**config.mk**
```make
export PLATFORM = sky130hd
export DESIGN_NAME = step_clock_gen
export DESIGN_NICKNAME = d
export VERILOG_FILES = /design/src/rtl/step_pkg.sv /design/src/rtl/btn_sync.sv /design/src/rtl/step_clock_gen.sv
export SDC_FILE = /design/constraint.sdc
export NUM_CORES = 1
export LEC_CHECK = 0
export ABC_AREA = 1
export ABC_CLOCK_PERIOD_IN_PS = 4000
export CAP_MARGIN = 20
export CELL_PAD_IN_SITES_DETAIL_PLACEMENT = 0
export CELL_PAD_IN_SITES_GLOBAL_PLACEMENT = 2
export CORE_UTILIZATION = 40
export CTS_BUF_LIST = sky130_fd_sc_hd__clkbuf_2 sky130_fd_sc_hd__clkbuf_4 sky130_fd_sc_hd__clkbuf_8
export DETAILED_ROUTE_END_ITERATION = 8
export PLACE_DENSITY = 0.93
export SKIP_LAST_GASP = 1
export SYNTH_ARGS = -nofsm -noshare
export SYNTH_HDL_FRONTEND = slang
export SYNTH_SLANG_ARGS = --single-unit
export TNS_END_PERCENT = 10
```
**constraint.sdc**
```tcl
create_clock -name clk -period 4 [get_ports clk]
set_clock_uncertainty 0.15 [all_clocks]
set_input_delay 0.8 -clock clk [delete_from_list [all_inputs] [get_ports clk]]
set_output_delay 0.8 -clock clk [all_outputs]
set_load 0.03 [all_outputs]
```
**src/rtl/step_pkg.sv**
```systemverilog
// Shared definitions for the single-step clock generator: FSM state encoding
// and the base debounce/step counter width.
package step_pkg;

   localparam int unsigned CNT_W = 16;

   typedef enum logic [2:0] {
      IDLE     = 3'd0,
      PRESS_DB = 3'd1,
      HIGH     = 3'd2,
      WAIT_REL = 3'd3,
      REL_DB   = 3'd4
   } state_t;

endpackage

```
**src/rtl/btn_sync.sv**
```systemverilog
// Two-flop synchronizer for asynchronous board switches and buttons;
// asynchronous active-high reset clears both stages.
module btn_sync (
   input  logic i_clk,
   input  logic i_rst,
   input  logic i_d,
   output logic o_q
);

   logic r_s1;
   logic r_s2;

   always_ff @(posedge i_clk or posedge i_rst) begin
      if (i_rst) begin
         r_s1 <= 1'b0;
         r_s2 <= 1'b0;
      end else begin
         r_s1 <= i_d;
         r_s2 <= r_s1;
      end
   end

   assign o_q = r_s2;

endmodule

```
**src/rtl/step_clock_gen.sv**
```systemverilog
// Debounced single-step clock generator for the pipeline CPU.
// Optional auto-repeat while the button is held: define STEP_AUTOREPEAT_EN.
module step_clock_gen
   import step_pkg::*;
#(
   parameter int unsigned DEBOUNCE_CYCLES = 5000,
   parameter int unsigned HIGH_CYCLES     = 16,
   parameter int unsigned REPEAT_CYCLES   = 2000000
) (
   input  logic       clk,
   input  logic       reset,
   input  logic       button,
   input  logic       enable,
   output logic       step_clk,
   output logic       step_pulse,
   output logic [7:0] step_count,
   output logic       busy
);

`ifdef STEP_AUTOREPEAT_EN
   localparam bit AUTO = 1'b1;
`else
   localparam bit AUTO = 1'b0;
`endif
   // Counter widens only when the repeat interval cannot fit in CNT_W bits.
   localparam int unsigned W = (AUTO && (REPEAT_CYCLES > (1 << CNT_W))) ?
                               $clog2(REPEAT_CYCLES) : CNT_W;

   localparam logic [W-1:0] DB_LAST = W'(DEBOUNCE_CYCLES - 1);
   localparam logic [W-1:0] HI_LAST = W'(HIGH_CYCLES - 1);
`ifdef STEP_AUTOREPEAT_EN
   localparam logic [W-1:0] RP_LAST = W'(REPEAT_CYCLES - 1);
`endif

   logic         w_btn_s;
   state_t       r_state;
   state_t       w_state_nxt;
   logic [W-1:0] r_cnt;
   logic [W-1:0] w_cnt_nxt;
   logic         r_blocked;
   logic         w_block_nxt;
   logic         w_step_start;
   logic         r_step_clk;
   logic         r_step_pulse;
   logic [7:0]   r_step_count;
   logic         r_busy;

   btn_sync u_sync (
      .i_clk (clk),
      .i_rst (reset),
      .i_d   (button),
      .o_q   (w_btn_s)
   );

   // A press seen while disabled stays blocked until the button is released,
   // so raising enable mid-hold cannot produce a step without a fresh press.
   always_comb begin
      w_state_nxt = r_state;
      w_cnt_nxt   = r_cnt + W'(1);
      w_block_nxt = r_blocked;
      case (r_state)
         IDLE: begin
            w_cnt_nxt = r_cnt;
            if (!w_btn_s)        w_block_nxt = 1'b0;
            else if (!enable)    w_block_nxt = 1'b1;
            else if (!r_blocked) w_state_nxt = PRESS_DB;
         end
         PRESS_DB: begin
            if (!w_btn_s)              w_state_nxt = IDLE;
            else if (r_cnt == DB_LAST) w_state_nxt = HIGH;
         end
         HIGH: begin
            if (r_cnt == HI_LAST) w_state_nxt = WAIT_REL;
         end
         WAIT_REL: begin
            w_cnt_nxt = r_cnt;
            if (!w_btn_s)              w_state_nxt = REL_DB;
`ifdef STEP_AUTOREPEAT_EN
            else if (r_cnt != RP_LAST) w_cnt_nxt = r_cnt + W'(1);
            else if (enable)           w_state_nxt = HIGH;
`endif
         end
         REL_DB: begin
            if (w_btn_s)               w_state_nxt = WAIT_REL;
            else if (r_cnt == DB_LAST) w_state_nxt = IDLE;
         end
         default: w_state_nxt = IDLE;
      endcase
      if (w_state_nxt != r_state) w_cnt_nxt = '0;
   end

   assign w_step_start = (w_state_nxt == HIGH) && (r_state != HIGH);

   always_ff @(posedge clk or posedge reset) begin
      if (reset) begin
         r_state      <= IDLE;
         r_cnt        <= '0;
         r_blocked    <= 1'b0;
         r_step_clk   <= 1'b0;
         r_step_pulse <= 1'b0;
         r_step_count <= '0;
         r_busy       <= 1'b0;
      end else begin
         r_state      <= w_state_nxt;
         r_cnt        <= w_cnt_nxt;
         r_blocked    <= w_block_nxt;
         r_step_clk   <= (w_state_nxt == HIGH);
         r_step_pulse <= w_step_start;
         r_busy       <= (w_state_nxt != IDLE);
         if (w_step_start) r_step_count <= r_step_count + 8'd1;
      end
   end

   assign step_clk   = r_step_clk;
   assign step_pulse = r_step_pulse;
   assign step_count = r_step_count;
   assign busy       = r_busy;

endmodule

```
==> results.yml, run 1 <==
worst_setup_path:
  cp_slowest_stage_delay_ns: 0.70
  critPathLaunchType: "flop"
  ff2ff_path_depth: 10
  cp.arrival_ns: 1.40
  cp_top_family: "buffers and inverters"
  cp-end-kind: "output pin"
  crit_chain: "clkdlybuf4s50_1"
  path_class: "reg -> out"
  r2r-start: "r_cnt[0]"
  cp_slowest_cell: "clkdlybuf4s50_1"
  path_buf_inv: 1
  critPathMaxFanout: 4
  r2r-end: "r_cnt[12]"
  cp_data_required_time_ns: 3.05
  r2r_slack_ns: 1.95
finish:
  mostFrequentLayoutCells: "nand2_1, nor2_1, dfrtp_1, inv_1, nand3_1"
  final_common_cell: "nand2_1"
  n_fill_cell: 496
  synthToLayoutAreaGrowth_pct: 13.7
  nets: 262
  final_cell_area_mm2: 0.00228
  drive_above_1_share: 0.187
  n_antenna_cell: 0
clocking:
  h-tree-depth: 2
  clock_latency_ns: 0.28
  cts_buffers: 5
  cts_tree: "yes"
  cts_resized: 0
  cts_setup_buffers: 0
  cts-hold-fix-buffers: 0
  cts_root_buffer: "clkbuf_8"
  clk_pin_slew_worst_paths_ns: 0.07
  clk_path_buf_depth: 2
  clock-sinks: 33
min_path:
  worstHoldStart: "u_sync.r_s1"
  holdPathEnd: "u_sync.o_q"
  hold_path.class: "reg -> reg"
  min_path_cells: 0
floorplanning:
  die_w_um: 72.8
  io_pins: 15
  die_area_mm2: 0.00529
  fp-row-count: 25
  initial_core_util: 0.419
  core_area_mm2: 0.00479
  die_h_um: 72.8
power_and_ir_drop:
  power_density_mw_per_mm2: 317
  ir_drop_mv: 0.140
  p_leak_nw: 1.01
detailed_routing:
  first_pass_iters: 4
  drc_errors: 0
  ant_nets: 0
  vias: 1482
  drt-total-wl_um: 3860
  wl_per_cell_um: 11.9
  dr.first_iter.drc_count: 58
  routed_via_density: 4.57
yosys:
  async_reset_ff_frac: 1.00
  postSynthCellCount: 237
  yosysWarnings: 0
  ys.flop_type: "dfrtp_1"
  yosysUniqueCellTypes: 28
  ys_seq_area_frac: 0.412
  syn_avg_cell_area_um2: 8.45
  synth_nets: 243
  synth_edf_count: 0
  ys_ff_latch: 33
  netlist_area_mm2: 0.00200
timing:
  finalSetupTns_ns: 0
  setup_viol: 0
  rsz0062_at_grt: "no"
  min_period_ns: 2.35
  finalHoldViolations: 0
  slew_violations: 0
  fmax_ghz: 0.425
  worstMarginPinSlew_ns: 0.427
  finalCritPeriodShare: 0.588
  max-slew-margin-rel: 0.715
grt:
  antenna_found_initial: 0
  grt_pass1_wl_um: 6850
  grt_max_degree: 34
  grt.total_usage: 0.172
  grt.overflow.total: 0
  grt_pass1_vias: 1463
placed_design:
  post_dp_cell_area_mm2: 0.00219
  routabilityCongestion: 0.762
  post-dp-hpwl_um: 2870
  io_buffer_count: 14
outcome:
  status: "finished clean"
run:
  cap_violations: 0
-- cell type report --
type                            count  area (um^2)  share of cell area
Inverter                           29          111              0.0489
Timing Repair Buffer               15          148              0.0648
Clock buffer                        6         76.3              0.0335
Sequential cell                    33          826               0.362
Tap cell                           67         83.8              0.0368
Multi-Input combinational cell    172         1020               0.449
Clock inverter                      2         10.0             0.00439
-- where the power goes --
group          switching [mW]  internal (mW)
clock network           0.118          0.127
registers              0.0168          0.348
logic                  0.0758         0.0356
total                   0.211          0.511
-- Yosys cell counts, types with 4 or more instances --
cell	instances	share of area
nand2_1	43	0.081
dfrtp_1	33	0.41
nor2_1	33	0.062
inv_1	23	0.043
nand3_1	21	0.052
xor2_1	14	0.061
nor2_4	13	0.073
nand2_2	8	0.025
nand4_1	7	0.022
nor2_2	6	0.019
xnor2_1	5	0.022
inv_2	4	0.0075
nor3_1	4	0.010
o21ai_0	4	0.010
-- how the worst max path moves through the flow --
stage             startpoint             to  slack (ns)  depth (start not counted)
5_1_grt               enable       r_cnt[7]        1.55                          9
6_report       step_count[0]  step_count[0]        1.65                          1
2_1_floorplan         enable       r_cnt[3]        2.12                          9
3_5_place_dp          enable       r_cnt[7]        1.42                          9
3_3_place_gp          enable      r_cnt[11]        1.50                          9
4_1_cts        step_count[0]  step_count[0]        1.63                          1
-- state kept, by name, summed over array words and instances, names as in the netlist --
name	cells
r_blocked	1
busy	1
r_state	3
step_pulse	1
r_cnt	16
u_sync.r_s1	1
step_count	8
u_sync.o_q	1
step_clk	1
-- cells by family after synthesis --
family	after synthesis	share of synthesized area
buf+inv	32	0.0768
fa+ha+maj	2	0.0125
flops	33	0.412
simple gates	144	0.395
compound gates	7	0.0200
xor+xnor	19	0.0831
-- metrics by stage --
| step | utilization | total power, mW | hold WS [ns] | instances | worst slack [ns] |
|---|---|---|---|---|---|
| after floorplan | - | 0.467 | 0.181 | 237 | 2.12 |
| after detailed placement | 0.458 | 0.485 | 0.192 | 316 | 1.42 |
| final | 0.476 | 0.722 | 0.204 | 324 | 1.65 |
| after CTS | 0.476 | 0.735 | 0.206 | 324 | 1.63 |
| after global placement | 0.458 | 0.483 | 0.184 | 316 | 1.50 |
| after global routing | 0.476 | 0.763 | 0.209 | 324 | 1.55 |
-- metal layers --
layer,track usage,vias up,wire (um)
li1,-,780,-
met1,0.223,681,1910
met2,0.275,14,1790
met3,0.0428,7,94
met4,0.0697,0,68
met5,0,-,0
Power figures use the tool's default switching activity.
==> run 2: changes to the inputs <==
--- a/config.mk
+++ b/config.mk
@@ -6,14 +6,14 @@
 export NUM_CORES = 1
 export LEC_CHECK = 0
 export ABC_AREA = 1
-export ABC_CLOCK_PERIOD_IN_PS = 4000
+export ABC_CLOCK_PERIOD_IN_PS = 1900
 export CAP_MARGIN = 20
 export CELL_PAD_IN_SITES_DETAIL_PLACEMENT = 0
 export CELL_PAD_IN_SITES_GLOBAL_PLACEMENT = 2
-export CORE_UTILIZATION = 40
+export CORE_UTILIZATION = 33
 export CTS_BUF_LIST = sky130_fd_sc_hd__clkbuf_2 sky130_fd_sc_hd__clkbuf_4 sky130_fd_sc_hd__clkbuf_8
 export DETAILED_ROUTE_END_ITERATION = 8
-export PLACE_DENSITY = 0.93
+export PLACE_DENSITY = 0.83
 export SKIP_LAST_GASP = 1
 export SYNTH_ARGS = -nofsm -noshare
 export SYNTH_HDL_FRONTEND = slang
==> constraint.sdc (replaced) <==
create_clock -name clk -period 1.9 [get_ports clk]
set_clock_uncertainty 0.15 [all_clocks]
set_input_delay 0.38 -clock clk [delete_from_list [all_inputs] [get_ports clk]]
set_output_delay 0.38 -clock clk [all_outputs]
set_load 0.03 [all_outputs]
==> results.yml, run 2 (synthesis gave the netlist of run 1 again) <==
detailed_routing:
  vias: 1534
  first_pass_iters: 4
  dr.first_iter.drc_count: 57
  routed_via_density: 4.49
  wl_per_cell_um: 12.0
  ant_nets: 0
  drt-total-wl_um: 4090
  drc_errors: 0
floorplanning:
  io_pins: 15
  initial_core_util: 0.340
  die_area_mm2: 0.00639
  die_w_um: 79.9
  fp-row-count: 28
  core_area_mm2: 0.00589
  die_h_um: 79.9
finish:
  layout.cells.non_filler: 342
  mostFrequentLayoutCells: "nand2_1, nor2_1, dfrtp_1, inv_1, nand3_1"
  final_common_cell: "nand2_1"
  n_antenna_cell: 0
  synthToLayoutAreaGrowth_pct: 20.5
  drive_above_1_share: 0.217
  nets: 272
  multi_input_area_mm2: 0.00102
  regMostFlops: "r_cnt"
  n_fill_cell: 609
  final_cell_area_mm2: 0.00241
  utilization: 0.410
  final-seq-area_um2: 826
  largest_register_ffs: 16
grt:
  grt.overflow.total: 0
  grt_max_degree: 34
  grt_pass1_vias: 1483
  grt.total_usage: 0.146
  grt_pass1_wl_um: 6950
  antenna_found_initial: 0
worst_setup_path:
  ff2ff_path_depth: 11
  cp.arrival_ns: 1.39
  r2r-end: "r_cnt[7]"
  cp_data_required_time_ns: 1.37
  cp.depth: 1
  critPathMaxFanout: 4
  endpoint: "step_count[1]"
  crit_chain: "clkdlybuf4s50_1"
  crit_path_start: "step_count[1]"
  critPathLaunchType: "flop"
  r2r_slack_ns: 0.10
  path_buf_inv: 1
  cp_slowest_stage_delay_ns: 0.69
  path_class: "reg -> out"
  cp_slowest_cell: "clkdlybuf4s50_1"
  r2r-start: "r_cnt[0]"
  cp-end-kind: "output pin"
  cp_top_family: "buffers and inverters"
timing:
  finalCritPeriodShare: 1.01
  max-slew-margin-rel: 0.714
  worstMarginPinSlew_ns: 0.430
  finalHoldViolations: 0
  min_period_ns: 1.92
  setup_viol: 2
  fmax_ghz: 0.522
  hold_slack_ns: 0.207
  slew_violations: 0
  rsz0062_at_grt: "yes"
  worst_slack_ns: -0.0166
  finalSetupTns_ns: -0.0208
clocking:
  cts_setup_buffers: 0
  h-tree-depth: 2
  clock_latency_ns: 0.29
  cts_buffers: 5
  clock-sinks: 33
  cts_tree: "yes"
  clk_path_buf_depth: 2
  clk_pin_slew_worst_paths_ns: 0.07
  cts_root_buffer: "clkbuf_8"
placed_design:
  post_dp_cell_area_mm2: 0.00229
  dp_cells: 334
  io_buffer_count: 14
  routabilityCongestion: 0.738
  post-dp-hpwl_um: 3050
  place_ws_ns: -0.0317
power_and_ir_drop:
  ir_drop_mv: 0.270
  p_leak_nw: 1.13
  power_density_mw_per_mm2: 732
  finalPower_mw: 1.77
outcome:
  status: "complete, but fails checks"
  violations: "setup timing"
run:
  cap_violations: 0
min_path:
  hold_path.class: "reg -> reg"
[run 2: cell types whose count changed in the layout (fill, tap and decap cells not counted), sizes merged]
cell,before,now
dlymetal6s2s,0,2
clkinv,4,2
buf,1,11
clkbuf,6,7
dlygate4sd2,0,1
clkdlybuf4s50,14,11
bufinv,0,1
[run 2: area by class of cell]
cell class              count  share of cell area
multi-input cells         172               0.424
flip-flops and latches     33               0.342
repair buffers             25              0.0990
inverters                  29              0.0461
well taps                  75              0.0389
clock buffers               7              0.0373
clock inverters             1              0.0124
[run 2: timing repair]
item,CTS,global route
setup endpoints to repair,7,22
hold endpoints to repair,0,0
hold buffers,0,0
gates resized for setup,1,2
cloned,0,0
[run 2: routing by layer]
metal	global-route usage	part of all wire	routed length (um)
met3	0.0389	0.027	110
met2	0.226	0.45	1860
met4	0.0821	0.025	104
met5	0	0	0
met1	0.183	0.49	2020
[run 2: worst min-delay path by stage]
stage	depth (start not counted)	start	to	slack (ns)
finish	0	u_sync.r_s1	u_sync.o_q	0.21
global route	0	u_sync.r_s1	u_sync.o_q	0.23
CTS	0	u_sync.r_s1	u_sync.o_q	0.21
detailed placement	0	u_sync.r_s1	u_sync.o_q	0.20
global placement	0	u_sync.r_s1	u_sync.o_q	0.18
floorplan	0	u_sync.r_s1	u_sync.o_q	0.18
[run 2: power by group]
part	switching, mW	total (mW)	internal (mW)	leakage, nW
Sequential	0.0230	0.756	0.733	0.452
Combinational	0.179	0.306	0.128	0.611
Clock	0.263	0.705	0.442	0.0619
Total	0.465	1.77	1.30	1.13
